--- src/rtl/mem_arb_pkg.sv ---
// Shared types and constants for the two-master memory port arbiter.
// Master 0 is instruction fetch, master 1 is load/store.
package mem_arb_pkg;

  typedef enum logic [1:0] {
    ST_IDLE = 2'd0,
    ST_REQ  = 2'd1,
    ST_RESP = 2'd2,
    ST_TOUT = 2'd3
  } state_t;

  localparam int M_IFU = 0;
  localparam int M_LSU = 1;

  localparam logic [1:0] GNT_NONE = 2'b00;
  localparam logic [1:0] GNT_IFU  = 2'b01;
  localparam logic [1:0] GNT_LSU  = 2'b10;

  // A zero timeout still needs a legal, non-zero-width timer.
  function automatic int tmr_width(input int timeout);
    return (timeout > 0) ? $clog2(timeout + 1) : 1;
  endfunction

endpackage

--- src/rtl/arb_rr_pick.sv ---
// Combinational winner select for the two memory masters, one-hot result.
// Round-robin hands a tie to the master that did not win last time.
module arb_rr_pick
  import mem_arb_pkg::*;
#(
  parameter bit FIXED_PRIO = 1'b0
) (
  input  logic [1:0] req_i,
  input  logic [1:0] last_grant_i,
  output logic [1:0] pick_o
);

  always_comb begin
    // NOTE: default first so every path assigns pick_o and no latch is inferred.
    pick_o = GNT_NONE;
    if (FIXED_PRIO) begin
      if (req_i[M_LSU]) begin
        pick_o = GNT_LSU;
      end else if (req_i[M_IFU]) begin
        pick_o = GNT_IFU;
      end
    end else begin
      case (req_i)
        2'b01:   pick_o = GNT_IFU;
        2'b10:   pick_o = GNT_LSU;
        2'b11:   pick_o = (last_grant_i == GNT_LSU) ? GNT_IFU : GNT_LSU;
        default: pick_o = GNT_NONE;
      endcase
    end
  end

endmodule

--- src/rtl/mem_arbiter.sv ---
// Serialises IFU and LSU accesses onto one memory slave port, one transaction
// outstanding at a time, with a response timeout that returns an error.
module mem_arbiter
  import mem_arb_pkg::*;
#(
  parameter int ADDR_W     = 32,
  parameter int DATA_W     = 32,
  parameter int TIMEOUT    = 255,
  parameter int FIXED_PRIO = 0
) (
  input  logic                    clk,
  input  logic                    rst,
  input  logic [1:0]              m_req_valid,
  output logic [1:0]              m_req_ready,
  input  logic [2*ADDR_W-1:0]     m_req_addr,
  input  logic [1:0]              m_req_write,
  input  logic [2*DATA_W-1:0]     m_req_wdata,
  input  logic [2*(DATA_W/8)-1:0] m_req_wstrb,
  output logic [1:0]              m_resp_valid,
  input  logic [1:0]              m_resp_ready,
  output logic [DATA_W-1:0]       m_resp_rdata,
  output logic                    m_resp_err,
  output logic                    s_req_valid,
  input  logic                    s_req_ready,
  output logic [ADDR_W-1:0]       s_req_addr,
  output logic                    s_req_write,
  output logic [DATA_W-1:0]       s_req_wdata,
  output logic [DATA_W/8-1:0]     s_req_wstrb,
  input  logic                    s_resp_valid,
  output logic                    s_resp_ready,
  input  logic [DATA_W-1:0]       s_resp_rdata,
  input  logic                    s_resp_err,
  output logic [1:0]              grant,
  output logic                    busy
);

  localparam int STRB_W = DATA_W / 8;
  localparam int TMR_W  = tmr_width(TIMEOUT);
  localparam logic [TMR_W-1:0] TMR_MAX   = '1;
  localparam logic [TMR_W-1:0] TMR_LIMIT = TMR_W'(TIMEOUT);

  state_t             state_q, state_d;
  logic [1:0]         grant_q, grant_d;
  logic [1:0]         last_grant_q, last_grant_d;
  logic [TMR_W-1:0]   timer_q, timer_d;
  logic [TMR_W-1:0]   timer_inc;
  logic [1:0]         pick;
  logic               gnt_lsu;
  logic               owner_resp_ready;

  arb_rr_pick #(
    .FIXED_PRIO (FIXED_PRIO != 0)
  ) u_pick (
    .req_i        (m_req_valid),
    .last_grant_i (last_grant_q),
    .pick_o       (pick)
  );

  // Request fields follow the owner; in IDLE the mux output is ignored.
  assign gnt_lsu     = grant_q[M_LSU];
  assign s_req_addr  = gnt_lsu ? m_req_addr[ADDR_W +: ADDR_W]  : m_req_addr[0 +: ADDR_W];
  assign s_req_wdata = gnt_lsu ? m_req_wdata[DATA_W +: DATA_W] : m_req_wdata[0 +: DATA_W];
  assign s_req_wstrb = gnt_lsu ? m_req_wstrb[STRB_W +: STRB_W] : m_req_wstrb[0 +: STRB_W];
  assign s_req_write = m_req_write[gnt_lsu];

  assign owner_resp_ready = |(grant_q & m_resp_ready);
  assign timer_inc        = (timer_q == TMR_MAX) ? timer_q : timer_q + 1'b1;

  assign grant = grant_q;
  assign busy  = (state_q != ST_IDLE);

  always_comb begin
    state_d      = state_q;
    grant_d      = grant_q;
    last_grant_d = last_grant_q;
    timer_d      = timer_q;
    m_req_ready  = 2'b00;
    m_resp_valid = 2'b00;
    m_resp_rdata = s_resp_rdata;
    m_resp_err   = s_resp_err;
    s_req_valid  = 1'b0;
    s_resp_ready = 1'b0;

    case (state_q)
      ST_IDLE: begin
        // Sink for stray or late slave responses (e.g. after a timeout).
        s_resp_ready = 1'b1;
        if (|m_req_valid) begin
          grant_d = pick;
          state_d = ST_REQ;
        end
      end

      ST_REQ: begin
        s_req_valid = 1'b1;
        m_req_ready = grant_q & {2{s_req_ready}};
        if (s_req_ready) begin
          timer_d = '0;
          state_d = ST_RESP;
        end
      end

      ST_RESP: begin
        m_resp_valid = grant_q & {2{s_resp_valid}};
        s_resp_ready = owner_resp_ready;
        if (s_resp_valid) begin
          if (owner_resp_ready) begin
            last_grant_d = grant_q;
            grant_d      = GNT_NONE;
            state_d      = ST_IDLE;
          end
        end else begin
          // A response arriving this cycle keeps the timer from advancing,
          // so it always beats the timeout.
          timer_d = timer_inc;
          if ((TIMEOUT != 0) && (timer_inc == TMR_LIMIT)) begin
            state_d = ST_TOUT;
          end
        end
      end

      ST_TOUT: begin
        m_resp_valid = grant_q;
        m_resp_rdata = '0;
        m_resp_err   = 1'b1;
        if (owner_resp_ready) begin
          last_grant_d = grant_q;
          grant_d      = GNT_NONE;
          state_d      = ST_IDLE;
        end
      end

      default: state_d = ST_IDLE;
    endcase
  end

  always_ff @(posedge clk or negedge rst) begin
    if (!rst) begin
      state_q      <= ST_IDLE;
      grant_q      <= GNT_NONE;
      last_grant_q <= GNT_LSU;
      timer_q      <= '0;
    end else begin
      // NOTE: non-blocking so every register samples pre-edge values together.
      state_q      <= state_d;
      grant_q      <= grant_d;
      last_grant_q <= last_grant_d;
      timer_q      <= timer_d;
    end
  end

endmodule

--- config.mk ---
export PLATFORM = sky130hd
export DESIGN_NAME = mem_arbiter
export DESIGN_NICKNAME = d
export VERILOG_FILES = /design/src/rtl/mem_arb_pkg.sv /design/src/rtl/arb_rr_pick.sv /design/src/rtl/mem_arbiter.sv
export SDC_FILE = /design/constraint.sdc
export NUM_CORES = 1
export LEC_CHECK = 0
export BUFFER_PORTS_ARGS = -buffer_cell sky130_fd_sc_hd__buf_2
export CELL_PAD_IN_SITES_DETAIL_PLACEMENT = 1
export CELL_PAD_IN_SITES_GLOBAL_PLACEMENT = 1
export CORE_AREA = 3 3 152 80
export CTS_CLUSTER_DIAMETER = 40
export CTS_CLUSTER_SIZE = 20
export DETAILED_ROUTE_END_ITERATION = 10
export DIE_AREA = 0 0 155 83
export PLACE_DENSITY_LB_ADDON = 0.1
export SLEW_MARGIN = 20
export SYNTH_ARGS = -nofsm -noshare
export SYNTH_HDL_FRONTEND = slang
export SYNTH_HIERARCHICAL = 1
export SYNTH_SLANG_ARGS = --single-unit
--- constraint.sdc ---
create_clock -name clk -period 1.68 [get_ports clk]
set_input_delay 0.252 -clock clk [delete_from_list [all_inputs] [get_ports clk]]
set_output_delay 0.252 -clock clk [all_outputs]
set_load 0.005 [all_outputs]
==> reports/metrics.cfg, run 1 <==
[floorplanning]
chipHeight_um=83
io_pins=290
die-area_mm2=0.01287
initial_core_util_pct=17.96
num_rows=27
core_area_mm2=0.01091
die_x_um=155

[placement]
place_area_mm2=0.003662
io_buffers=289
dp_hpwl_um=9313
place_congestion=0.7398
pre_cts_slack_ns=0.07916

[sta]
rsz0062_at_grt=true
final-hold-violation-count=0
slew_headroom_pct=74.56
fin_skew_ns=0.004637
fmax_mhz=609.7
whs_ns=0.2832
setup_viol=0
worst_pin_slew_ns=0.3719
fin_crit_ns=1.640
min_period_over_period_pct=97.63
setup_ws_ns=0.03982
maxSlewViolCount=0

[layout]
fin_nets=699
nFillCells=1402
diodes=0
syn2layout_area_growth_pct=98.47
drive_above_1_share_pct=76.25
final_area_mm2=0.003889

[detailed_routing]
detail-route-antenna-nets=0
routed_wl_um=10650
vias_per_cell=4.238
drc=0
num_vias=2810
wl_per_cell_um=16.07
drt-initial-drc-count=93
first_pass_iters=4

[synth]
synth_nets=398
synth_top_cell_area_share_pct=41.38
postSynth.asyncResetShare_pct=100.0
yosysSeqAreaShare_pct=17.94
yosys_warnings=6
syn_area_mm2=0.001959
synth_common_cells=mux2_2, and2_1, dfrtp_1
netlist_top_cells_area=mux2_2, dfrtp_1, and2_1
syn_area_per_cell_um2=8.988
synth_edf_count=0
yosysMostFrequentCell=mux2_2
netlist_instances=218
synth_flop_cell=dfrtp_1
synth_cell_types=40
ys_seq_elements=14
yosysTopAreaCell=mux2_2

[run_status]
status=complete, no violations

[grt]
gr-usage-met3_pct=3.175
busiest_layer=met2
track_usage_pct=14.87
use_met1_pct=16.36
grt_overflow=0
grt_max_degree=34
grt_pass1_wl_um=15540
grt_pass1_vias=2912
grt_antenna_before_repair=0
use_met2_pct=29.34

[worst_setup_path]
timing.rr.end=timer_q[7]
crit_path_end=s_req_wdata[10]
startpoint_type=flop
worstReg2RegStart=state_q[0]
worstSetupPathType=reg2out
crit_arrival_ns=1.39
end_kind=primary output
worst-path-stages=4
slowest_stage=dfrtp_2
rrSetupSlack_ns=0.08
cp.required_ns=1.43
critPathBufInv=3
slowest_delay_ns=0.38
reg2reg_depth=4
crit_chain=buf_12 -> buf_12 -> mux2_2 -> buf_2
worstPathMaxFanout=12
cpMostUsedCell=buf_12
cpLargestDelayFamily=buffers and inverters
setup.worst_path.start=grant[1]

[min_path]
hp-class=in2reg

[clock_tree]
clockRootBuffer=clkbuf_16
insertion_delay_ns=0.24
cts_buffers=3
ctsHtreeMaxLevel=1
clockBufferDepth=2
cts_tree=yes
cts_sinks=14
clkTransAtPathRegs_ns=0.05

[flow_run]
cap_violations=0

[power_and_ir_drop]
p_per_area_mw_per_mm2=1098
ir_drop_mv=0.5024
p_leak_uw=0.002080

worst register-to-register path: stages (launching register included):
cell	delay [ns]
dfrtp_1	0.37
or3b_1	0.54
nor4_4	0.33
and3_1	0.20
nor3_2	0.04
layout by cell type (no fill, tap or decap), drive strengths merged, types with 2 or more instances in the layout:
cell    netlist  final
or2           2      2
nand3         7      7
clkbuf        6      6
o21a          2      2
a31oi         2      2
buf          10    309
inv           2      2
and3          2      2
nand2        12     12
mux2         72     72
nand2b        3      3
nor3          5      5
a211oi        2      2
nor2          9      9
a21oi         5      5
dfrtp        13     13
nor2b         2      2
and2         37     37
mux2i         3      3
o21ai         6      6
report_power, final:
group | switching, uW | internal [uW] | total (uW)
combinational | 1400 | 1880 | 3290
clock | 137 | 321 | 458
sequential | 82.8 | 444 | 527
per-stage QoR:
step,setup TNS (ns),total power [uW],instances,util (%)
2_1_floorplan,0,2145,218,-
5_1_grt,-0.03630,4640,663,35.64
4_1_cts,-0.7515,4085,659,34.53
3_3_place_gp,0,3568,653,33.56
3_5_place_dp,0,3569,653,33.56
6_report,0,4270,663,35.64
final cells by class:
cell class / instances / area [um^2] / share of cell area [%]
Tap cell: 145 / 181.4 / 4.665
Multi-Input combinational cell: 186 / 1540 / 39.61
Sequential cell: 14 / 352.8 / 9.073
Inverter: 2 / 7.507 / 0.1931
Timing Repair Buffer: 312 / 1728 / 44.43
Clock buffer: 4 / 78.83 / 2.027
kinds of logic after synthesis:
group,count (synthesis),synth area share [%]
AOI/OAI and AO/OA,24,7.918
xor gates and xnor gates,1,0.4471
adders and majority gates,1,0.6385
buffers and inverters,18,4.406
DFF,14,17.94
muxes,75,42.91
and+or+nand+nor,85,25.73
worst min-delay path by stage:
| stage | startpoint | endpoint | slack [ns] | cells past startpoint |
|---|---|---|---|---|
| 2_1_floorplan | rst | grant[0] | -0.04 | 0 |
| 6_report | s_req_ready | state_q[1] | 0.28 | 3 |
| 5_1_grt | s_req_ready | state_q[1] | 0.31 | 3 |
| 3_5_place_dp | rst | timer_q[6] | 0.18 | 1 |
| 3_3_place_gp | rst | timer_q[4] | 0.18 | 1 |
| 4_1_cts | s_req_ready | state_q[1] | 0.29 | 3 |
sequential cells by signal, indices dropped and copies added (netlist names):
| signal | flops |
|---|---|
| last_grant_q | 2 |
| timer_q | 8 |
| grant | 2 |
| state_q | 2 |
metal layers:
metal / wire [um] / share of wire [%]
met1: 4120 / 39
met2: 5633 / 53
met3: 796 / 7.5
met4: 103 / 0.97
met5: 0 / 0
timing repair:
action	CTS	global route
endpoints found under the setup margin	67	72
cloned	0	3
buffers inserted	1	1
pin swaps	0	1
hold buffers	1	0
endpoints found under the hold margin	13	0
resized for setup	2	10
Note: power is estimated with default switching activity, not from simulation.
==> run 2, diff against run 1 <==
GPL_TIMING_DRIVEN = 0   (was default)
==> run 2 against run 1 <==
The run now ends with negative setup slack left. Total power is 13% higher. Design area is 9.3% higher. Clock power grew 10%. Non-clock buffer count up 2. Clock skew decreased by 0.0038 ns. Combinational power rose by 15%. Clock-buffer cell count is the same. Worst setup slack worse by 0.061 ns.
==> reports/metrics.cfg, run 2 (synthesized netlist as in run 1, its figures left out) <==
[run_status]
status=finished, violations left
failed_checks=negative setup slack

[placement]
io_buffers=289  ; unchanged
dp_hpwl_um=9366  ; +0.57%
dp.cells=652  ; -0.15%
place_area_mm2=0.003587  ; -2.0%
pre_cts_slack_ns=-0.2630  ; -0.3421 ns
place_congestion=0.7563  ; +2.2%

[layout]
utilization_pct=38.94  ; +3.3 points
syn2layout_area_growth_pct=116.9
top_register=timer_q
largest_register_ffs=8  ; unchanged
stdcell_count=666  ; +0.45%
final_area_mm2=0.004249  ; +9.3%
fin_nets=701  ; +0.29%
drive_above_1_share_pct=76.73  ; +0.48 points
layout_common_cells=buf_2, mux2_2, and2_1
final_common_cell=buf_2

[detailed_routing]
routed_wl_um=11110  ; +4.3%
drt-initial-drc-count=98  ; +5.4%
drc=0  ; unchanged
wl_met3_um=831  ; +4.4%
first_pass_iters=6  ; +2
drt-met1-wl_um=4328  ; +5.0%
wl_met2_um=5885  ; +4.5%
vias_per_cell=4.228  ; -0.24%
num_vias=2816  ; +0.21%
wl_per_cell_um=16.68  ; +3.8%
highest_layer=met4
detail-route-antenna-nets=0  ; unchanged

[sta]
worst_pin_slew_ns=0.4847  ; +0.1128 ns
fin_skew_ns=0.0008438  ; -0.003793 ns
tns_ns=-0.07086  ; -0.07086 ns
slew_headroom_pct=67.62  ; -6.9 points
fin_crit_ns=1.701  ; +0.06095 ns
maxSlewViolCount=0  ; unchanged
min_period_over_period_pct=101.3  ; +3.6 points
setup_ws_ns=-0.02113  ; -0.06095 ns
fmax_mhz=587.8  ; -3.6%
final-hold-violation-count=0  ; unchanged
setup_viol=8  ; +8
rsz0062_at_grt=true

[floorplanning]
die-area_mm2=0.01287  ; unchanged
initial_core_util_pct=17.96  ; unchanged
io_pins=290  ; unchanged
die_x_um=155  ; unchanged
num_rows=27  ; unchanged
core_area_mm2=0.01091  ; unchanged
chipHeight_um=83  ; unchanged

[worst_setup_path]
slowest_delay_ns=0.44  ; +0.06 ns
slowest_stage=dfrtp_2
cp.required_ns=1.43  ; about the same
timing.rr.end=state_q[0]
cpMostUsedCell=clkbuf_16
crit_arrival_ns=1.45  ; +0.06 ns
rrSetupSlack_ns=0.10  ; +0.02 ns
worstPathMaxFanout=5  ; -7
worstSetupPathType=reg2out
startpoint_type=flop
end_kind=primary output
crit_chain=clkbuf_16 -> clkbuf_16 -> mux2_4 -> buf_6
worstReg2RegStart=timer_q[0]
reg2reg_depth=5  ; +1

[clock_tree]
cts_buffers=3  ; unchanged
clkTransAtPathRegs_ns=0.05  ; about the same
cts_sinks=14  ; unchanged
clockRootBuffer=clkbuf_16
cts_tree=yes
ctsHtreeMaxLevel=1  ; unchanged
insertion_delay_ns=0.24  ; about the same
clockBufferDepth=2  ; unchanged

[grt]
grt_pass1_vias=2855  ; -2.0%
track_usage_pct=15.18  ; +0.31 points
grt_antenna_before_repair=0  ; unchanged
grt_max_degree=15  ; -56%
grt_overflow=0  ; unchanged
grt_pass1_wl_um=15920  ; +2.4%

[power_and_ir_drop]
ir_drop_mv=0.5603  ; +12%
p_per_area_mw_per_mm2=1138  ; +3.6%
p_leak_uw=0.002273  ; +9.3%

[flow_run]
cap_violations=0  ; unchanged

[min_path]
hold_depth=3  ; unchanged
holdCritStartpoint=s_req_ready
hold_end=state_q[1]
hp-class=in2reg

-- run 2: cell types whose count changed in the layout (fill, tap and decap cells not counted), moves of 6 or more --
cell	before	now
buf_2	288	261
mux2_2	71	43
buf_8	0	8
buf_6	5	34
buf_4	12	6
mux2_4	1	29
-- run 2: routing by layer --
metal | vias up | global-route usage, %
li1 | 1378 | -
met1 | 1308 | 17.11
met2 | 126 | 29.89
met3 | 4 | 3.071
met4 | 0 | 2.003
met5 | - | 0
-- run 2: worst max path at each step --
stage,startpoint,endpoint,slack [ns],cells past startpoint
3_5_place_dp,grant[1],s_req_addr[8],-0.26,4
3_3_place_gp,grant[1],s_req_addr[8],-0.24,4
2_1_floorplan,state_q[0],timer_q[7],0.18,5
6_report,grant[1],s_req_addr[25],-0.02,4
5_1_grt,grant[1],s_req_addr[8],-0.07,4
4_1_cts,grant[1],s_req_addr[8],-0.01,4
-- run 2: what timing repair did --
action | in CTS | in global routing
hold buffers | 1 | 0
pin swaps | 1 | 0
endpoints found under the hold margin | 13 | 0
buffers inserted | 3 | 2
endpoints found under the setup margin | 105 | 104
cloned | 0 | 3
resized for setup | 32 | 82
-- run 2: worst max-delay path, delay by kind of cell (launching register included) --
kind,cells,cell delay (ns)
buffers and inverters,3,0.46
muxes,1,0.30
DFF,1,0.44
-- run 2: cell type report --
type	instances	area, um^2
diodes	1	2.502
plain buffers	16	191.4
clock buffers	4	88.84
fillers	1369	6663
inverters	2	7.507
multi-input cells	186	1657
flip-flops and latches	14	352.8
well taps	145	181.4
repair buffers	298	1768
-- run 2: report_power, final --
group          switching (uW)  total (uW)  internal [uW]
Combinational            1500        3780           2270
Clock                     143         504            361
Sequential                110         554            444
Total                    1750        4830           3080
-- run 2: through the flow --
stage | total power (uW) | hold slack [ns]
finish | 4834 | 0.3049
global route | 5203 | 0.3408
detailed placement | 3414 | 0.1839
floorplan | 2145 | -0.04359
global placement | 3418 | 0.1806
CTS | 4198 | 0.3115
